$ cat config.mk
export PLATFORM = sky130hd
export DESIGN_NAME = c17_result_collector
export DESIGN_NICKNAME = d
export VERILOG_FILES = /design/src/rtl/c17_result_collector.sv
export SDC_FILE = /design/constraint.sdc
export NUM_CORES = 1
export LEC_CHECK = 0
export ABC_AREA = 1
export CAP_MARGIN = 5
export CORE_ASPECT_RATIO = 0.6
export CORE_MARGIN = 5
export CORE_UTILIZATION = 25
export CTS_BUF_LIST = sky130_fd_sc_hd__clkbuf_8 sky130_fd_sc_hd__clkbuf_16
export DETAILED_ROUTE_END_ITERATION = 7
export DONT_BUFFER_PORTS = 1
export GPL_ROUTABILITY_DRIVEN = 0
export GPL_TIMING_DRIVEN = 1
export SLEW_MARGIN = 40
export SYNTH_ARGS = -nofsm -noshare
export SYNTH_HDL_FRONTEND = slang
export SYNTH_SLANG_ARGS = --single-unit
$ cat constraint.sdc
create_clock -name clk -period 2.1 [get_ports clk]
set_input_delay 0.21 -clock clk [delete_from_list [all_inputs] [get_ports clk]]
set_output_delay 0.21 -clock clk [all_outputs]
set_load 0.03 [all_outputs]
$ cat src/rtl/c17_result_collector.sv
// Collects N22/N23 results from a pipelined c17 netlist into a small FIFO.
// A valid delay line marks the edge on which each result is captured.
module c17_result_collector #(
  parameter int LATENCY    = 4,
  parameter int FIFO_DEPTH = 4
) (
  input  logic                          clk,
  input  logic                          rst,
  input  logic                          in_valid,
  input  logic                          n22,
  input  logic                          n23,
  output logic                          out_valid,
  input  logic                          out_ready,
  output logic [1:0]                    out_data,
  output logic [$clog2(FIFO_DEPTH):0]   level,
  output logic                          overflow,
  output logic [7:0]                    result_count
);

  localparam int AW = $clog2(FIFO_DEPTH);
  localparam int LW = AW + 1;

  logic [LATENCY-1:0] valid_sr_reg;
  logic               cap_valid;
  logic [1:0]         mem [FIFO_DEPTH];
  logic [AW-1:0]      wr_ptr_reg;
  logic [AW-1:0]      rd_ptr_reg;
  logic [LW-1:0]      level_reg;
  logic               overflow_reg;
  logic [7:0]         result_count_reg;
  logic               full;
  logic               pop;
  logic               push;

  assign cap_valid = valid_sr_reg[LATENCY-1];
  assign full      = (level_reg == LW'(FIFO_DEPTH));
  assign pop       = (level_reg != '0) && out_ready;
  // A full FIFO still accepts a capture when the head leaves on the same edge.
  assign push      = cap_valid && (!full || pop);

  always_ff @(posedge clk or posedge rst) begin
    if (rst) begin
      valid_sr_reg <= '0;
    end else begin
      valid_sr_reg[0] <= in_valid;
      for (int i = 1; i < LATENCY; i++) begin
        valid_sr_reg[i] <= valid_sr_reg[i-1];
      end
    end
  end

  // Storage is never reset; it is masked by level when empty.
  always_ff @(posedge clk) begin
    if (push) begin
      mem[wr_ptr_reg] <= {n23, n22};
    end
  end

  always_ff @(posedge clk or posedge rst) begin
    if (rst) begin
      wr_ptr_reg       <= '0;
      rd_ptr_reg       <= '0;
      level_reg        <= '0;
      overflow_reg     <= 1'b0;
      result_count_reg <= 8'd0;
    end else begin
      if (push) begin
        wr_ptr_reg <= wr_ptr_reg + AW'(1);
      end
      if (pop) begin
        rd_ptr_reg       <= rd_ptr_reg + AW'(1);
        result_count_reg <= result_count_reg + 8'd1;
      end
      if (push && !pop) begin
        level_reg <= level_reg + LW'(1);
      end else if (pop && !push) begin
        level_reg <= level_reg - LW'(1);
      end
      if (cap_valid && full && !pop) begin
        overflow_reg <= 1'b1;
      end
    end
  end

  assign out_valid    = (level_reg != '0);
  assign out_data     = out_valid ? mem[rd_ptr_reg] : 2'b00;
  assign level        = level_reg;
  assign overflow     = overflow_reg;
  assign result_count = result_count_reg;

endmodule

==> results of run 1 <==
-- worst max-delay path: stages, from the launching register on --
cell                      delay (ns)
sky130_fd_sc_hd__dfrtp_2        0.44
sky130_fd_sc_hd__nor2_4         0.16
sky130_fd_sc_hd__nand2_1        0.08
sky130_fd_sc_hd__nand2_2        0.12
sky130_fd_sc_hd__inv_1          0.08
sky130_fd_sc_hd__ha_1           0.19
sky130_fd_sc_hd__inv_1          0.10
sky130_fd_sc_hd__fa_2           0.44
sky130_fd_sc_hd__mux2_2         0.26
-- layer usage --
metal,vias to the layer above,wire (µm),global-route usage
li1,451,-,-
met1,394,1230,0.101
met2,13,999,0.116
met3,6,151,0.0353
met4,0,47,0.0344
met5,-,0,0
-- where the power goes --
group          switching [mW]  total (mW)  internal [mW]
Sequential              0.294        1.03          0.732
Clock                   0.161       0.292          0.131
Combinational           0.556       0.913          0.357
-- area by class of cell --
class | instances | area (µm²) | share of cell area
clock buffer | 3 | 41.3 | 0.0267
timing repair buffer | 9 | 72.6 | 0.0468
sequential | 28 | 743 | 0.480
clock inverter | 1 | 3.75 | 0.00242
multi-input combinational | 88 | 527 | 0.340
tap | 66 | 82.6 | 0.0533
inverter | 21 | 78.8 | 0.0509
-- cell usage in the layout (no fill, tap or decap) --
cell                            instances
sky130_fd_sc_hd__nor2_1                17
sky130_fd_sc_hd__dfrtp_2                2
sky130_fd_sc_hd__mux2_2                 1
sky130_fd_sc_hd__nand2_2                1
sky130_fd_sc_hd__xor2_1                 2
sky130_fd_sc_hd__o21ai_0                5
sky130_fd_sc_hd__buf_4                  7
sky130_fd_sc_hd__xnor2_1                2
sky130_fd_sc_hd__clkbuf_8               3
sky130_fd_sc_hd__dfrtp_1               18
sky130_fd_sc_hd__nand3_1                5
sky130_fd_sc_hd__xor2_2                 2
sky130_fd_sc_hd__nor2_4                 1
sky130_fd_sc_hd__a31o_2                 1
sky130_fd_sc_hd__nand2_1               31
sky130_fd_sc_hd__ha_1                   6
sky130_fd_sc_hd__nand4_1                1
sky130_fd_sc_hd__or2_2                  1
sky130_fd_sc_hd__inv_2                  2
sky130_fd_sc_hd__clkinv_1               1
sky130_fd_sc_hd__edfxtp_1               8
sky130_fd_sc_hd__inv_1                 19
sky130_fd_sc_hd__a21oi_1                3
sky130_fd_sc_hd__nor2_2                 2
sky130_fd_sc_hd__o21ai_2                3
sky130_fd_sc_hd__o21ai_1                1
sky130_fd_sc_hd__fa_2                   1
sky130_fd_sc_hd__dlygate4sd3_1          2
sky130_fd_sc_hd__nand2_4                2
-- path summary, 6_finish.rpt --
| kind | startpoint | end | slack (ns) | depth (start not counted) |
|---|---|---|---|---|
| setup reg to reg | level[1] | level[1] | 0.13 | 8 |
| max in group asynchronous | rst | level[1] | 1.41 | 2 |
| hold / removal | n23 | mem[2][1] | 0.02 | 0 |
| hold reg to reg | valid_sr_reg[2] | valid_sr_reg[3] | 0.36 | 0 |
| min in group asynchronous | rst | valid_sr_reg[0] | 0.38 | 2 |
| setup / recovery | level[1] | level[1] | 0.13 | 8 |
-- cell families after synthesis --
logic type,after synthesis,share of synthesized area
buffers and inverters,22,0.0725
AOI/OAI and AO/OA,13,0.0587
xor gates and xnor gates,6,0.0495
and+or+nand+nor,61,0.198
adders and majority gates,7,0.0697
muxes,1,0.00826
DFF,28,0.543
==> results.txt, run 1 <==
The synthesized netlist contains 24 unique library cells. Data on the critical path is required at its endpoint by 2.27 ns. Once the clock tree was built, the resizer swapped 0 gates to a different size. Setup repair after global routing left no endpoint under its margin. Dividing the final minimum period by the clock period gives 0.938. The average instance in the mapped netlist occupies 9.88 µm². The half-perimeter wire length after placement is 1860 µm.

The post-placement setup slack is 0.146 ns. The net count of the finished layout is 164. The total placed instance area is 1480 µm². The average wire length per cell after detail routing came out at 11.2 µm.

When the netlist entered floorplanning its net count stood at 151. The detail route stage leaves a number of antenna-violating nets equal to 0. At the end of the flow the core is filled with cells to 0.299. Hold is met by 0.0243 ns. The number of failing hold endpoints at the final stage came out at 0. The die covers 7080 µm². The number of pins exceeding their max-slew limit in the final report came out at 0. Data arrives at the worst endpoint at 2.14 ns.

The cell count after synthesis came out at 138. The clock reaches the later pin of the worst-skew pair after 0.27 ns. The maximum clock path buffer count is 2.

The peak clock frequency supported by timing came out at just over 500 MHz. The top-level port count is 21. The height of the die is 67.2 µm. In the synthesized netlist the dominant register cell turns out to be sky130_fd_sc_hd__dfrtp_1.

The critical path is of the reg -> reg type. The static power due to leakage came out at 0.684 nW. The count of maximum capacitance violations is 0. The area overhead of the layout relative to synthesis is 13.6%. The worst relative slew slack is 0.667. The finished layout holds 216 standard cells, fillers aside. The worst hold path class is in -> reg.

The setup TNS after final layout is 0 ns. The power density over the cells is 1440 nW/µm². Sorting the synthesized cells by area gives the leading types as sky130_fd_sc_hd__dfrtp_1 37%, sky130_fd_sc_hd__edfxtp_1 18%, sky130_fd_sc_hd__nand2_1 8.5%. The setup skew after layout is 0.00490 ns. For this block, the initial DRC count from the detailed router was 26.

The commonest cells after synthesis are 31 x sky130_fd_sc_hd__nand2_1, 21 x sky130_fd_sc_hd__inv_1, 20 x sky130_fd_sc_hd__dfrtp_1. The worst-case IR drop observed on VDD is 0.745 mV. The number of clock sinks seen by CTS is 28.

The total via count after detailed routing came out at roughly 860. The floorplan step set the die width to 105 µm. The portion of synthesized cell area occupied by the leading cell type came out at 0.367. The post-CTS setup buffer count is 0. The count of warnings emitted by yosys is 0. The detail-routed via count per cell is 4.00. The number of antenna violations at the first check in global routing came out at 0. For this run, design rule violations remaining after detail routing come to 0.

The pin count of the biggest net entering global routing is 21. TritonCTS built the clock tree. The first-pass GRT wire length came out at between 4000 and 5000 µm.

For this design, the CTS-stage hold fixing added 2 buffers. The flow ran to the end, and the final reports show no timing, DRC or antenna violations. The tree is rooted in a sky130_fd_sc_hd__clkbuf_8.

The number of placement rows is 20. The sum of overflow across all layers after global routing is 0. The area inside the core boundary came out at 5180 µm². The first detailed-routing pass took 4 iterations. After detailed placement, the design holds a cell count of 210. The share of flip-flops with an asynchronous set or reset is 0.714.

The level count of the clock H-tree is 1. The final critical path time including I/O delays and setup came out at ~2.0 ns. The cell area after layout is about 1500 µm².

The antenna diode instance count is 0. The final worst-path setup slack is approximately 0.13 ns. The sequential cell area fraction in the yosys report came out at 0.543. During placement, the flow inserted port buffers numbering 0. The mapped cell area is 1360 µm².

STA classifies the critical path startpoint as a flop. The cell taking the most area after synthesis is sky130_fd_sc_hd__dfrtp_1. The synthesized design contains 28 register bits. The final setup violation count is 0. The filler cells instantiated in the layout total 513. The highest net fanout along the worst path came out at 6. The via count of the first global-routing pass is 863. The nature of the critical path endpoint is a flop.

Yosys mapped a number of flops with a built-in enable equal to 8. The combined global-route utilization of all metal layers is 0.0791. The cell with the most instances after synthesis is sky130_fd_sc_hd__nand2_1. The total power draw is approximately 2.2 mW. After clock tree synthesis, the clock-pin slew on the worst setup and hold paths is 0.09 ns. The total routed wirelength came out at 2430 µm. The proportion of layout cells with a drive suffix above 1 is 0.193. The actual slew at the worst max-slew pin is 0.500 ns. The initial cell density of the core is 0.263.

The number of buffers created by CTS came out at 3.
Power figures use the tool's default switching activity.
==> run 2, diff against run 1 <==
--- a/config.mk
+++ b/config.mk
@@ -15,6 +15,7 @@
 export DONT_BUFFER_PORTS = 1
 export GPL_ROUTABILITY_DRIVEN = 0
 export GPL_TIMING_DRIVEN = 1
+export SETUP_SLACK_MARGIN = 0.02
 export SLEW_MARGIN = 40
 export SYNTH_ARGS = -nofsm -noshare
 export SYNTH_HDL_FRONTEND = slang
==> run 2 against run 1 <==
Global-route usage grew 0.18 points. Combinational power grew 2.4%. Clock power grew 2%. Routed wire length grew 7.5%. Sequential power is essentially flat. Cell area grew 0.97%. Clock skew shrank 0.0016 ns. Final cell count is the same. Largest cell class unchanged. Via count grew 0.69%. Power grew 1.6%. Worst setup slack gained 0.048 ns.
==> results.txt, run 2 (synthesis results as in run 1) <==
The flow ran to the end, and the final reports show no timing, DRC or antenna violations. The proportion of layout cells with a drive suffix above 1 is 0.213 (+0.0200). The first-pass GRT wire length is 4490 µm (+5.7%). The first-pass iteration count of the detailed router is 4 (unchanged). The initial cell density of the core came out at 0.263 (unchanged). The sequential cell fraction of total power is 0.455 (-0.005). The number of antenna violations at the first check in global routing is 0 (unchanged). The top-level port count came to 21 (unchanged). Leaving out fill and tap cells, the most frequent cell in the layout is sky130_fd_sc_hd__nand2_1. The number of clock sinks seen by CTS came out at 28 (unchanged). The setup TNS after final layout came out at 0 ns (unchanged). The number of buffers created by CTS came to 3 (unchanged).

The number of remaining DRC errors came out at 0 (unchanged). The net switching power figure was 1.04 mW (+2.4%). The TritonCTS clock tree is built. Setup repair after global routing left no endpoint under its margin. The static power due to leakage came out at 0.683 nW (-0.19%). The critical path data required time was 2.30 ns (+0.03 ns). The worst setup path is launched from a flop. The via count of the first global-routing pass came to 863 (unchanged). The cell area after layout came out at 1560 µm² (+0.97%). The data arrival time of the critical path came out at 2.12 ns (-0.02 ns). The sum of overflow across all layers after global routing came out at 0 (unchanged). The switching share of power is 0.457 (+0.00354).

The highest net fanout along the worst path came out at 6 (unchanged). The root cell of the clock tree is sky130_fd_sc_hd__clkbuf_8. The design internal power came out at 1.23 mW (+0.91%). STA classifies the critical path endpoint as a flop. The total via count after detailed routing is 870 (+0.69%). The combinational cell fraction of total power came out at 0.413 (+0.004).

The CTS clock-pin slew for the worst setup and hold paths is 0.10 ns (about the same). The number of nets in the layout was 164 (unchanged). The final setup violation count is 0 (unchanged). The power density over the cells came out at 1450 nW/µm² (+0.60%). For this design, the slowest cell found on the critical path is sky130_fd_sc_hd__dfrtp_1. The pin count of the biggest net entering global routing came to 21 (unchanged). The average wire length per cell after detail routing came to 12.1 µm (+7.5%).

The setup skew after layout is 0.00329 ns (-0.00161 ns). The clock latency on the worst-skew pair came to 0.27 ns (about the same). The worst hold path class is in -> reg.

The area overhead of the layout relative to synthesis is 14.7%. The number of cells in the design after placement came out at 210 (unchanged). The total routed wirelength was 2610 µm (+7.5%).

The total placed instance area is 1500 µm² (+0.84%). The critical path goes through inv_2 -> nor2_1 -> nand2_1 -> nand2_2 -> inv_4 -> ha_4 -> inv_2 -> fa_2 -> or2_2 -> nand2_1 -> xor2_1. The number of standard cells in the final layout excluding fillers is 216 (unchanged).

The count of antenna-violating nets left after detailed routing came out at 0 (unchanged). The number of failing hold endpoints at the final stage was 0 (unchanged). The largest incremental delay on the critical path came out at 0.40 ns (-0.04 ns). The half-perimeter wire length after placement came to 2020 µm (+8.7%). Leaving out fill and tap cells, the most frequent cells in the layout are 31 x sky130_fd_sc_hd__nand2_1, 18 x sky130_fd_sc_hd__dfrtp_1, 17 x sky130_fd_sc_hd__inv_1, 17 x sky130_fd_sc_hd__nor2_1, 8 x sky130_fd_sc_hd__edfxtp_1. The full die area is 7080 µm² (unchanged). The final cycle utilization of the critical path came out at 0.915 (-0.0229).

The antenna diode instance count came out at 0 (unchanged). The worst ir drop on vdd came out at 0.469 mV (-37%). The combined global-route utilization of all metal layers is 0.0809 (+0.00184). The maximum clock path buffer count came out at 2 (unchanged). The number of placement rows came out at 20 (unchanged).

The count of maximum capacitance violations is 0 (unchanged). The port buffer count is 0 (unchanged). The final critical path time including I/O delays and setup was 1.92 ns (-0.0480 ns). The number of pins exceeding their max-slew limit in the final report is 0 (unchanged). The detail-routed via count per cell is 4.03 (+0.69%).

The post-CTS setup buffer count is 0 (unchanged). The width of the die came to 105 µm (unchanged). The area inside the core boundary came out at 5180 µm² (unchanged). The peak clock frequency supported by timing is 520 MHz (+2.5%). The number of violations reported at the end of detailed-routing iteration 0 came out at 54 (+110%).

The height of the die is 67.2 µm (unchanged). By startpoint and endpoint, the worst setup path is classified as reg -> reg. The worst relative slew slack is 0.682 (+0.0151). The actual slew at the worst max-slew pin came to 0.477 ns (-0.0226 ns).

The level count of the clock H-tree came to 1 (unchanged). The clock power share came out at 0.132 (about the same).
==> run 2: stage by stage <==
stage | power [mW] | setup slack (ns) | util | hold slack [ns]
floorplan | 1.72 | 0.0413 | - | 0.174
global placement | 1.96 | 0.194 | 0.289 | 0.241
detailed placement | 1.99 | 0.127 | 0.289 | 0.242
CTS | 2.30 | 0.0998 | 0.300 | 0.00327
global route | 2.46 | 0.0104 | 0.302 | 0.00451
finish | 2.27 | 0.178 | 0.302 | 0.0253
==> run 2: what timing repair did <==
| item | CTS | global route |
|---|---|---|
| endpoints found under the hold margin | 1 | 20 |
| endpoints found under the setup margin | 0 | 1 |
| gates resized for setup | 0 | 2 |
| hold buffers | 1 | 1 |
==> run 2: final timing paths <==
check,from,endpoint,slack (ns),cells past startpoint
max,level[2],level[2],0.18,11
min,n23,mem[3][1],0.03,0
max in group asynchronous,rst,level[1],1.39,2
max reg2reg,level[2],level[2],0.18,11
min reg2reg,valid_sr_reg[1],valid_sr_reg[2],0.36,0
min in group asynchronous,rst,overflow,0.39,2
==> run 2: per-layer routing <==
metal / vias to the layer above / GRT usage / part of all wire
li1: 452 / - / -
met1: 398 / 0.103 / 0.47
met2: 18 / 0.129 / 0.44
met3: 2 / 0.0353 / 0.084
met4: 0 / 0.0147 / 0.0038
met5: - / 0 / 0
==> run 2: worst max-delay path, delay by kind of cell, from the launching register on <==
family,cells,cell delay (ns)
simple gates,5,0.62
xor+xnor,1,0.14
buf+inv,3,0.24
flops,1,0.40
fa+ha+maj,2,0.47
==> run 2: layout make-up <==
class                   count  area (µm²)
well taps                  66        82.6
repair buffers              9        72.6
flip-flops and latches     28         743
fillers                   504        3620
clock inverters             1        3.75
multi-input cells          88         539
clock buffers               3        41.3
inverters                  21        81.3
==> run 2: power by group through the flow <==
stage                     registers (mW)  logic [mW]  clock network [mW]
after floorplan                     1.07       0.648                   0
after detailed placement            1.05       0.947                   0
after global placement              1.04       0.917                   0
after global routing                1.06        1.07               0.332
after CTS                           1.04       0.954               0.308
final                               1.03       0.935               0.299
